===== src/rtl/uart_bus_bridge_target.sv =====
// uart_bus_bridge_target: responder end of the UART bus bridge. Parses command
// frames from the UART RX byte stream, replays each as one local bus
// transaction (as bus master) and returns a status/response frame on UART TX.
// Build option: define UART_BRIDGE_CHECKSUM_EN for the XOR checksum byte on
// request and response frames.
module uart_bus_bridge_target #(
  parameter int ADDR_WIDTH  = 16,
  parameter int GAP_TIMEOUT = 50000,
  parameter int BUS_TIMEOUT = 1024
) (
  input  logic                  clk,
  input  logic                  rst,
  input  logic [7:0]            rx_data,
  input  logic                  rx_valid,
  output logic [7:0]            tx_data,
  output logic                  tx_valid,
  input  logic                  tx_ready,
  output logic                  bus_req,
  output logic                  bus_we,
  output logic [ADDR_WIDTH-1:0] bus_addr,
  output logic [7:0]            bus_wdata,
  input  logic                  bus_ack,
  input  logic [7:0]            bus_rdata,
  output logic                  busy,
  output logic                  frame_err
);

  localparam int GW = $clog2(GAP_TIMEOUT + 1);
  localparam int BW = $clog2(BUS_TIMEOUT + 1);
  localparam logic [GW-1:0] GAP_LAST = GW'(GAP_TIMEOUT - 1);
  localparam logic [BW-1:0] BUS_LAST = BW'(BUS_TIMEOUT - 1);

  localparam logic [7:0] CMD_WR = 8'h57;
  localparam logic [7:0] CMD_RD = 8'h52;
  localparam logic [7:0] ST_OK  = 8'hAA;
  localparam logic [7:0] ST_ERR = 8'hEE;

`ifdef UART_BRIDGE_CHECKSUM_EN
  typedef enum logic [3:0] {
    S_IDLE, S_ADDR_H, S_ADDR_L, S_DATA, S_CHK, S_BUS,
    S_RESP_STAT, S_RESP_DATA, S_RESP_SUM
  } state_t;
  localparam state_t S_REQ_END = S_CHK;
`else
  typedef enum logic [3:0] {
    S_IDLE, S_ADDR_H, S_ADDR_L, S_DATA, S_BUS,
    S_RESP_STAT, S_RESP_DATA
  } state_t;
  localparam state_t S_REQ_END = S_BUS;
`endif

  state_t          state_q, state_d;
  logic            wr_q, wr_d;
  logic [15:0]     addr_q, addr_d;
  logic [7:0]      wdata_q, wdata_d;
  logic [7:0]      rdata_q, rdata_d;
  logic            ok_q, ok_d;
  logic [GW-1:0]   gap_q, gap_d;
  logic [BW-1:0]   bto_q, bto_d;
  logic            bus_req_q, bus_req_d;
  logic            tx_valid_q, tx_valid_d;
  logic [7:0]      tx_data_q, tx_data_d;
  logic            frame_err_q, frame_err_d;
`ifdef UART_BRIDGE_CHECKSUM_EN
  logic [7:0]      sum_q, sum_d;
`endif
  logic            collecting, responding, tx_done;

  // Next-state and next-output computation for the frame/bus/response FSM.
  always_comb begin
    state_d     = state_q;
    wr_d        = wr_q;
    addr_d      = addr_q;
    wdata_d     = wdata_q;
    rdata_d     = rdata_q;
    ok_d        = ok_q;
    gap_d       = '0;
    bto_d       = '0;
    bus_req_d   = bus_req_q;
    tx_valid_d  = tx_valid_q;
    tx_data_d   = tx_data_q;
    frame_err_d = 1'b0;
`ifdef UART_BRIDGE_CHECKSUM_EN
    sum_d       = sum_q;
`endif
    collecting  = 1'b0;
    responding  = 1'b0;
    tx_done     = tx_valid_q && tx_ready;

    case (state_q)
      S_IDLE: begin
        if (rx_valid && (rx_data == CMD_WR || rx_data == CMD_RD)) begin
          wr_d    = (rx_data == CMD_WR);
          state_d = S_ADDR_H;
        end
      end
      S_ADDR_H: begin
        collecting = 1'b1;
        if (rx_valid) begin
          addr_d[15:8] = rx_data;
          state_d      = S_ADDR_L;
        end
      end
      S_ADDR_L: begin
        collecting = 1'b1;
        if (rx_valid) begin
          addr_d[7:0] = rx_data;
          state_d     = wr_q ? S_DATA : S_REQ_END;
        end
      end
      S_DATA: begin
        collecting = 1'b1;
        if (rx_valid) begin
          wdata_d = rx_data;
          state_d = S_REQ_END;
        end
      end
`ifdef UART_BRIDGE_CHECKSUM_EN
      S_CHK: begin
        collecting = 1'b1;
        if (rx_valid) begin
          if (rx_data == sum_q) begin
            state_d = S_BUS;
          end else begin
            ok_d        = 1'b0;
            frame_err_d = 1'b1;
            tx_valid_d  = 1'b1;
            tx_data_d   = ST_ERR;
            state_d     = S_RESP_STAT;
          end
        end
      end
`endif
      S_BUS: begin
        responding = 1'b1;
        // First BUS cycle only raises the request; ack is honoured once req is high.
        if (!bus_req_q) begin
          bus_req_d = 1'b1;
        end else if (bus_ack) begin
          bus_req_d  = 1'b0;
          rdata_d    = bus_rdata;
          ok_d       = 1'b1;
          tx_valid_d = 1'b1;
          tx_data_d  = ST_OK;
          state_d    = S_RESP_STAT;
        end else if (bto_q == BUS_LAST) begin
          bus_req_d   = 1'b0;
          ok_d        = 1'b0;
          frame_err_d = 1'b1;
          tx_valid_d  = 1'b1;
          tx_data_d   = ST_ERR;
          state_d     = S_RESP_STAT;
        end else begin
          bto_d = bto_q + BW'(1);
        end
      end
      S_RESP_STAT: begin
        responding = 1'b1;
        if (tx_done) begin
          if (ok_q && !wr_q) begin
            tx_data_d = rdata_q;
            state_d   = S_RESP_DATA;
`ifdef UART_BRIDGE_CHECKSUM_EN
          end else if (ok_q) begin
            tx_data_d = ST_OK;
            state_d   = S_RESP_SUM;
`endif
          end else begin
            tx_valid_d = 1'b0;
            state_d    = S_IDLE;
          end
        end
      end
      S_RESP_DATA: begin
        responding = 1'b1;
        if (tx_done) begin
`ifdef UART_BRIDGE_CHECKSUM_EN
          tx_data_d = ST_OK ^ rdata_q;
          state_d   = S_RESP_SUM;
`else
          tx_valid_d = 1'b0;
          state_d    = S_IDLE;
`endif
        end
      end
`ifdef UART_BRIDGE_CHECKSUM_EN
      S_RESP_SUM: begin
        responding = 1'b1;
        if (tx_done) begin
          tx_valid_d = 1'b0;
          state_d    = S_IDLE;
        end
      end
`endif
      default: state_d = S_IDLE;
    endcase

`ifdef UART_BRIDGE_CHECKSUM_EN
    if (state_q == S_IDLE) begin
      sum_d = rx_data;
    end else if (collecting && rx_valid) begin
      sum_d = sum_q ^ rx_data;
    end
`endif

    // Inter-byte gap supervision; any received byte restarts the count.
    if (collecting && !rx_valid) begin
      if (gap_q == GAP_LAST) begin
        state_d     = S_IDLE;
        frame_err_d = 1'b1;
      end else begin
        gap_d = gap_q + GW'(1);
      end
    end

    if (responding && rx_valid) begin
      frame_err_d = 1'b1;
    end
  end

  // State and output registers with synchronous active-high reset.
  always_ff @(posedge clk) begin
    if (rst) begin
      state_q     <= S_IDLE;
      wr_q        <= 1'b0;
      addr_q      <= '0;
      wdata_q     <= '0;
      rdata_q     <= '0;
      ok_q        <= 1'b0;
      gap_q       <= '0;
      bto_q       <= '0;
      bus_req_q   <= 1'b0;
      tx_valid_q  <= 1'b0;
      tx_data_q   <= '0;
      frame_err_q <= 1'b0;
`ifdef UART_BRIDGE_CHECKSUM_EN
      sum_q       <= '0;
`endif
    end else begin
      state_q     <= state_d;
      wr_q        <= wr_d;
      addr_q      <= addr_d;
      wdata_q     <= wdata_d;
      rdata_q     <= rdata_d;
      ok_q        <= ok_d;
      gap_q       <= gap_d;
      bto_q       <= bto_d;
      bus_req_q   <= bus_req_d;
      tx_valid_q  <= tx_valid_d;
      tx_data_q   <= tx_data_d;
      frame_err_q <= frame_err_d;
`ifdef UART_BRIDGE_CHECKSUM_EN
      sum_q       <= sum_d;
`endif
    end
  end

  assign tx_data   = tx_data_q;
  assign tx_valid  = tx_valid_q;
  assign bus_req   = bus_req_q;
  assign bus_we    = wr_q;
  assign bus_addr  = ADDR_WIDTH'(addr_q);
  assign bus_wdata = wdata_q;
  assign busy      = (state_q != S_IDLE);
  assign frame_err = frame_err_q;

endmodule


===== config.mk =====
export PLATFORM = sky130hd
export DESIGN_NAME = uart_bus_bridge_target
export DESIGN_NICKNAME = d
export VERILOG_FILES = /design/src/rtl/uart_bus_bridge_target.sv
export SDC_FILE = /design/constraint.sdc
export NUM_CORES = 1
export LEC_CHECK = 0
export BUFFER_PORTS_ARGS = -buffer_cell sky130_fd_sc_hd__buf_2
export CAP_MARGIN = 40
export CORE_MARGIN = 2
export CORE_UTILIZATION = 50
export DETAILED_ROUTE_END_ITERATION = 12
export GPL_ROUTABILITY_DRIVEN = 0
export PLACE_DENSITY_LB_ADDON = 0.12
export SLEW_MARGIN = 20
export SYNTH_ARGS = -nofsm -noshare
export SYNTH_HDL_FRONTEND = slang
export SYNTH_SLANG_ARGS = --single-unit

===== constraint.sdc =====
create_clock -name clk -period 1.55 [get_ports clk]
set_input_delay 0.0775 -clock clk [delete_from_list [all_inputs] [get_ports clk]]
set_output_delay 0.0775 -clock clk [all_outputs]
set_load 0.05 [all_outputs]

**Yosys cells after proc, flatten, opt, wreduce, memory -nomap -nowiden**

Index checks and enable logic that the tools add are counted.

- Multiplexer cells: 41
- Reduce and logical (&&, ||, !) cells: 25
- Bitwise gates (word level): 3
- Equal/unequal tests: 16
- Add/sub/neg operators: 2

Operator list:

| kind | number |
|---|---|
| $mux 4 | 11 |
| $mux 8 | 5 |
| $pmux 4 s7 | 1 |
| $mux 1 | 20 |
| $add 16x1->16 const B | 1 |
| $eq 16x16->1 const B | 1 |
| $eq 8x7->1 const B | 2 |
| $pmux 8 s2 | 1 |
| $eq 4x3->1 const B | 3 |
| $add 11x1->11 const B | 1 |
| $eq 11x10->1 const B | 1 |
| $ne 2x2->1 const B | 5 |
| $reduce_or 3->1 | 3 |
| $eq 4x2->1 const B | 2 |
| $reduce_and 2->1 | 4 |
| $mux 3 | 2 |
| $reduce_and 3->1 | 2 |
| $reduce_and 6->1 | 1 |
| $logic_and 1x1->1 | 5 |
| $reduce_and 5->1 | 1 |
| $reduce_or 5->1 | 1 |
| $eq 4x1->1 const B | 1 |
| $logic_not 4->1 | 1 |
| $reduce_bool 2->1 | 2 |
| 7 further kinds | 10 |

- Output and inout bits: 37
- Register bits after elaboration: 76
- Word-level logic and storage cells: 100
- Input bits: 21

**Logic depth before layout (Yosys ltp)**

Gate-level depths: netlist of the first run.

- Word-level depth: 8
- Depth in mapped cells: 7

**Least setup slack after synthesis of the first run**

Ideal clock, no wire load.

- Path type: register to register
- Start: register bto_q[0]
- End: register tx_data_q[2], in the netlist tx_data[2]
- Cell stages (with the launch flop): 7
- Setup slack: -127 ps
- Buffers on the path: 0
- Data arrival time: 1546 ps
- Cells stage by stage: dfxtp_1 > ha_1 > nand4_2 > o41ai_4 > a21oi_2 > a211oi_1 > nor3_1

- Word-level cells in the longest chain between the ends: 3

RTL lines:

| item | line | source |
|---|---|---|
| start: declaration | 59 | `logic [BW-1:0] bto_q, bto_d;` |
| start signal: assignment | 247 | `bto_q <= bto_d;` |
| $eq 11x10->1 | 146 | `end else if (bto_q == BUS_LAST) begin` |
| $ne 3x3->1 (no source line) | -- |  |
| $reduce_and 5->1 (no source line) | -- |  |
| end signal: assignment | 250 | `tx_data_q <= tx_data_d;` |
| end: declaration | 62 | `logic [7:0] tx_data_q, tx_data_d;` |

No other way between the ends.
A chain may end at the register's enable or synchronous reset.

**Worst setup path after layout of the first run**

- Start: register bto_q[0]
- End: register bto_q[4]

- Word-level cells in the longest chain between the ends: 2

RTL lines:

| item |
|---|
| parallel branches: the longest is 2 deep, another holds $add 11x1->11 |

Parallel ways; which one is timed is not known.

==> reports/qor.yml, run 1 <==
final_layout:
  final_cell_mix: "dfxtp_1 (69), nor2_1 (57), buf_2 (57), buf_4 (48), nand2_1 (32)"
  antenna_cells: 0
  final_cells: 552
  syn2layout_area_growth_pct: 35.4
  fin_util_pct: 69.0
  fin_nets: 495
  mostFrequentLayoutCell: "dfxtp_1"
  drive_above_1_share_pct: 33.5
yosys:
  synth_ff_type: "dfxtp_1"
  syn_area_sq_um: 3200
  ys_ff_latch: 76
  synth_edf_count: 0
  ys_types: 46
  ys_seq_area_share_pct: 47.6
  synth.yosys.warnings: 0
  synth.avg_cell_area_sq_um: 8.73
  syn_nets: 389
  yosysTopAreaCell: "dfxtp_1"
  synth.top_cell.area_share_pct: 47.6
  ys_top_cells_by_area: "dfxtp_1 (48%), nor2_1 (7.3%), mux2i_1 (5.3%)"
  syn_inst: 366
  async_reset_ff_share_pct: 0
route:
  routed_wl_um: 7690
  wire_per_inst_um: 13.9
  dr.first_iter.drc_count: 103
  routedLengthMet1_um: 3530
  wl_met2_um: 3780
  first_pass_iters: 4
  top_layer_used: "met4"
  drtAntennaViolNets: 0
  dr_wl_met3_um: 252
  drc: 0
  viasPerCell: 5.29
  num_vias: 2918
worst_setup_path:
  path_buf_inv: 2
  crit_top_cell: "buf_4"
  arrival_ns: 1.85
  cp_top_family: "simple AND/OR/NAND/NOR gates"
  end_kind: "flop"
  critPathLaunch: "bto_q[0]"
  crit_required_ns: 1.82
  crit_chain: "ha_4 -> nand4_4 -> o41ai_4 -> buf_4 -> or4_4 -> buf_4 -> nor2_1"
  crit_fanout: 5
  startpoint_type: "flop"
  slowest_stage: "or4_4"
  worst-setup-path-type: "flop to flop"
  cpPeakStageDelay_ns: 0.43
  timing.rr.start: "bto_q[0]"
global_route:
  grt_pass1_vias: 2950
  track_usage_pct: 22.7
  antenna_found_initial: 0
  grt_pass1_wl_um: 13100
  grt_max_degree: 45
  gr-total-overflow: 0
clock_network:
  cts_num_sinks: 76
  htree_levels: 3
  cts_tree: "yes"
  cts_buffer_depth: 2
  clock_latency_ns: 0.34
  clk_pin_slew_worst_paths_ns: 0.08
  cts_made_buffers: 9
  clk_root_buffer_cell: "clkbuf_8"
power_and_ir_drop:
  p_sw_share_pct: 20.5
  p_per_area_nw_per_um2: 889
  sequentialPowerShare_pct: 50.8
  p_int_mw: 3.06
  p_clk_share_pct: 45.6
  p_leak_nw: 1.80
  ir_drop_v: 0.000654
  power_frac_comb_pct: 3.6
  p_sw_mw: 0.788
floorplan:
  num_rows: 29
  start_util_pct: 50.9
  die_y_um: 84.0
  io_pins: 58
  fp.coreArea_sq_um: 6280
  dieArea_sq_um: 7050
  dieWidth_um: 84.0
place:
  placed_cells: 529
  port_buffers: 57
  detailed_place_hpwl_um: 5350
sta:
  min_period_ns: 1.58
  drv_slew: 0
  setup_ws_ns: -0.0310
  hold_violations: 0
  fmax_mhz: 633
  rsz0062_at_grt: "true"
  finalCritPeriodShare_pct: 102
  final-setup-viol-count: 12
  skew_ns: 0.0116
outcome:
  violations: "setup timing"
  outcome: "finished, violations left"
min_path:
  min_path_type: "input port to flop"
  hp-start: "bus_rdata[0]"
run:
  maxCapViolations: 0
-- repair_timing --
action,4_1_cts,5_1_grt
hold endpoints to repair,5,0
endpoints found under the setup margin,13,46
hold buffers,5,0
pin swaps,1,12
resized for setup,5,29
setup buffers,0,4
-- sequential cells by signal, summed over array words and instances, names as in the netlist --
| signal | flops |
|---|---|
| tx_data | 8 |
| bus_wdata | 8 |
| bus_we | 1 |
| ok_q | 1 |
| frame_err | 1 |
| bus_addr | 16 |
| gap_q | 16 |
| bto_q | 11 |
| tx_valid | 1 |
| rdata_q | 8 |
| bus_req | 1 |
| state_q | 4 |
-- worst register-to-register path, delay by kind of cell (launching register included) --
kind                     cells  cell delay [ns]
AND/OR/NAND/NOR              3             0.59
flip-flops                   1             0.34
buffers and inverters        2             0.34
adder cells (fa/ha/maj)      1             0.17
AO/OA/AOI/OAI                1             0.08
-- final timing paths --
| check | end | slack, ns | cells past startpoint |
|---|---|---|---|
| setup reg to reg | bto_q[4] | -0.03 | 7 |
| hold / removal | rdata_q[0] | 0.008 | 3 |
| hold reg to reg | ok_q | 0.46 | 2 |
| setup / recovery | bto_q[4] | -0.03 | 7 |
-- synthesized netlist by cell type, drive strengths merged, types with 2 or more instances --
cell type and number:
nor4bb 2, and3 6, o41ai 2, xor2 13, nor4b 2, dfxtp 76
and4 3, o21ai 5, clkbuf 11, nand3b 4, nor2b 8, or2 2
nor4 3, nand2 34, xnor2 8, a211oi 7, buf 8, nand2b 4
a21oi 24, a31oi 2, ha 2, nand3 28, and2 3, mux2i 17
nand4 8, nor2 62, inv 3, nor3 5
-- power by group through the flow --
stage | sequential (mW) | combinational (mW) | clock, mW
2_1_floorplan | 2.00 | 0.0551 | 0
3_3_place_gp | 2.00 | 0.118 | 0
3_5_place_dp | 2.00 | 0.120 | 0
4_1_cts | 1.95 | 0.129 | 1.78
5_1_grt | 1.95 | 0.151 | 1.86
6_report | 1.95 | 0.139 | 1.75
-- layout make-up --
cell class | instances | area, sq um
flip-flops and latches | 76 | 1530
clock inverters | 5 | 103
clock buffers | 9 | 124
well taps | 77 | 96.3
repair buffers | 114 | 749
inverters | 3 | 11.3
fillers | 533 | 1950
multi-input cells | 268 | 1720
-- stage by stage --
stage	power, mW	setup TNS [ns]	area [sq um]	setup slack, ns	hold slack, ns
6_report	3.85	-0.210	4330	-0.0310	0.00772
4_1_cts	3.86	-0.0244	4180	-0.00928	0.000788
3_3_place_gp	2.12	0	3880	0.00742	0.344
3_5_place_dp	2.12	-0.350	3880	-0.0597	0.351
2_1_floorplan	2.05	0	3210	0.00878	0.221
5_1_grt	3.96	-1.38	4330	-0.0941	0.00704
-- per-layer routing --
metal  vias to the layer above  global-route usage, %
met5                         -                      0
met2                        46                   38.8
met3                        11                   3.86
li1                       1477                      -
met4                         0                   9.53
met1                      1384                   28.4
-- kinds of logic after synthesis --
family	count (synthesis)	share of synthesized area (%)
buffers and inverters	22	2.90
XOR/XNOR	21	5.75
multiplexers	17	5.32
AND/OR/NAND/NOR	179	27.7
flip-flops	76	47.6
other	1	0.117
adder cells (fa/ha/maj)	2	0.783
AO/OA/AOI/OAI	48	9.82
(Power assumes the default switching activity.)
==> inputs of run 2 (changes only) <==
--- a/config.mk
+++ b/config.mk
@@ -11,7 +11,7 @@
 export CORE_UTILIZATION = 50
 export DETAILED_ROUTE_END_ITERATION = 12
 export GPL_ROUTABILITY_DRIVEN = 0
-export PLACE_DENSITY_LB_ADDON = 0.12
+export PLACE_DENSITY_LB_ADDON = 0.3
 export SLEW_MARGIN = 20
 export SYNTH_ARGS = -nofsm -noshare
 export SYNTH_HDL_FRONTEND = slang
==> reports/qor.yml, run 2 (synthesis results as in run 1) <==
outcome:
  outcome: "finished, violations left"
  violations: "setup timing"
global_route:
  track_usage_pct: 22.4  # -0.34 points
  gr-total-overflow: 0  # unchanged
  antenna_found_initial: 0  # unchanged
  grt_max_degree: 27  # -40%
  grt_pass1_wl_um: 12500  # -4.8%
  grt_pass1_vias: 2717  # -7.9%
final_layout:
  syn2layout_area_growth_pct: 37.9
  stdcell_area_sq_um: 4410  # +1.8%
  antenna_cells: 0  # unchanged
  fin_util_pct: 70.2  # +1.3 points
  fillCellCount: 483  # -9.4%
  fin_nets: 498  # +0.61%
  mostFrequentLayoutCell: "dfxtp_1"
  drive_above_1_share_pct: 32.7  # -0.77 points
  final_cell_mix: "dfxtp_1 (67), nor2_1 (58), buf_2 (56), buf_4 (42)"
  final_cells: 557  # +0.91%
clock_network:
  clk_pin_slew_worst_paths_ns: 0.08  # about the same
  htree_levels: 3  # unchanged
  cts_num_sinks: 76  # unchanged
  clk_root_buffer_cell: "clkbuf_8"
  clock_latency_ns: 0.36  # +0.02 ns
  cts_tree: "yes"
  cts_buffer_depth: 2  # unchanged
  cts_made_buffers: 9  # unchanged
floorplan:
  dieArea_sq_um: 7050  # unchanged
  fp.coreArea_sq_um: 6280  # unchanged
  num_rows: 29  # unchanged
  io_pins: 58  # unchanged
  die_y_um: 84.0  # unchanged
  dieWidth_um: 84.0  # unchanged
  start_util_pct: 50.9  # unchanged
sta:
  drv_slew: 0  # unchanged
  fmax_mhz: 604  # -4.5%
  min_period_ns: 1.66  # +0.0743 ns
  finalCritPeriodShare_pct: 107  # +4.8 points
  rsz0062_at_grt: "true"
  hold_violations: 0  # unchanged
  setup_ws_ns: -0.105  # -0.0743 ns
  final-setup-viol-count: 23  # +11
  skew_ns: 0.0112  # -0.000352 ns
place:
  dpl-instance-area_sq_um: 3830  # -1.3%
  detailed_place_hpwl_um: 5320  # -0.48%
  port_buffers: 57  # unchanged
  placed_cells: 524  # -0.95%
power_and_ir_drop:
  ir_drop_v: 0.000829  # +27%
  p_per_area_nw_per_um2: 893  # +0.47%
  p_leak_nw: 1.81  # +0.91%
route:
  drtAntennaViolNets: 0  # unchanged
  first_pass_iters: 4  # unchanged
  drc: 0  # unchanged
  routed_wl_um: 7980  # +3.8%
  viasPerCell: 5.36  # +1.4%
  wire_per_inst_um: 14.3  # +2.9%
  dr.first_iter.drc_count: 107  # +3.9%
  num_vias: 2985  # +2.3%
worst_setup_path:
  end_kind: "flop"
  crit_required_ns: 1.79  # -0.03 ns
  arrival_ns: 1.89  # +0.04 ns
  crit_chain: "ha_1 -> nand3_1 -> nor2_1 -> nand3_1 -> o41ai_2 -> nor2_1"
  crit_fanout: 3  # -2
  cp_top_family: "simple AND/OR/NAND/NOR gates"
  cpPeakStageDelay_ns: 0.37  # -0.06 ns
  slowest_stage: "o41ai_2"
  path_buf_inv: 0  # -2
  startpoint_type: "flop"
  worst-setup-path-type: "flop to flop"
run:
  maxCapViolations: 0  # unchanged
min_path:
  min_path_type: "input port to flop"
run 2: changes by cell type in the layout (fill, tap and decap cells not counted), moves of 3 or more:
cell,delta
dlygate4sd3_1,+8
buf_4,-6
nand2_1,-4
nand2_2,+4
buf_6,+3
nor2_2,-3
run 2: routing by layer:
metal / GRT usage [%] / part of all wire (%) / vias up / wire, um
met5: 0 / 0 / - / 0
met4: 12.0 / 2.6 / 0 / 204
met3: 5.24 / 3.9 / 20 / 309
met2: 35.6 / 49 / 69 / 3900
met1: 28.2 / 45 / 1400 / 3570
li1: - / - / 1496 / -
run 2: path summary, 6_finish.rpt:
| path | start | end | slack [ns] | cells past startpoint |
|---|---|---|---|---|
| min reg2reg | bus_addr[14] | bus_addr[14] | 0.45 | 2 |
| max | gap_q[1] | state_q[2] | -0.11 | 6 |
| max reg2reg | gap_q[1] | state_q[2] | -0.11 | 6 |
| min | rx_data[7] | bus_addr[15] | 0.02 | 3 |
run 2: timing repair:
item | 4_1_cts | 5_1_grt
hold buffers | 13 | 0
endpoints found under the setup margin | 21 | 62
gates resized for setup | 3 | 44
pin swaps | 0 | 13
endpoints found under the hold margin | 15 | 0
setup buffers | 0 | 4
cloned | 0 | 0
run 2: cell type report:
type                       count  area, sq um  share of cell area, %
multi-input combinational    268         1730                   39.3
inverter                       3         11.3                  0.255
timing repair buffer         117          793                   18.0
clock buffer                  10          128                   2.89
tap                           77         96.3                   2.19
sequential                    76         1540                   34.8
clock inverter                 6          111                   2.53
run 2: where the power goes:
group / internal [mW] / leakage [nW] / switching [mW]
clock: 1.07 / 0.117 / 0.751
sequential: 1.95 / 0.617 / 0.00172
combinational: 0.0750 / 1.08 / 0.0850
run 2: stage by stage:
stage / setup WS (ns) / TNS (ns) / hold slack, ns / power [mW]
floorplan: 0.00878 / 0 / 0.221 / 2.05
global placement: 0.0242 / 0 / 0.345 / 2.11
detailed placement: -0.0302 / -0.119 / 0.352 / 2.11
CTS: -0.0429 / -0.214 / 0.00454 / 3.93
global route: -0.175 / -3.56 / 0.0217 / 4.03
finish: -0.105 / -0.919 / 0.0155 / 3.94
run 2: worst min-delay path: stages:
cell and delay (ns):
buf_2 0.12, nand3_1 0.07, a21oi_1 0.06
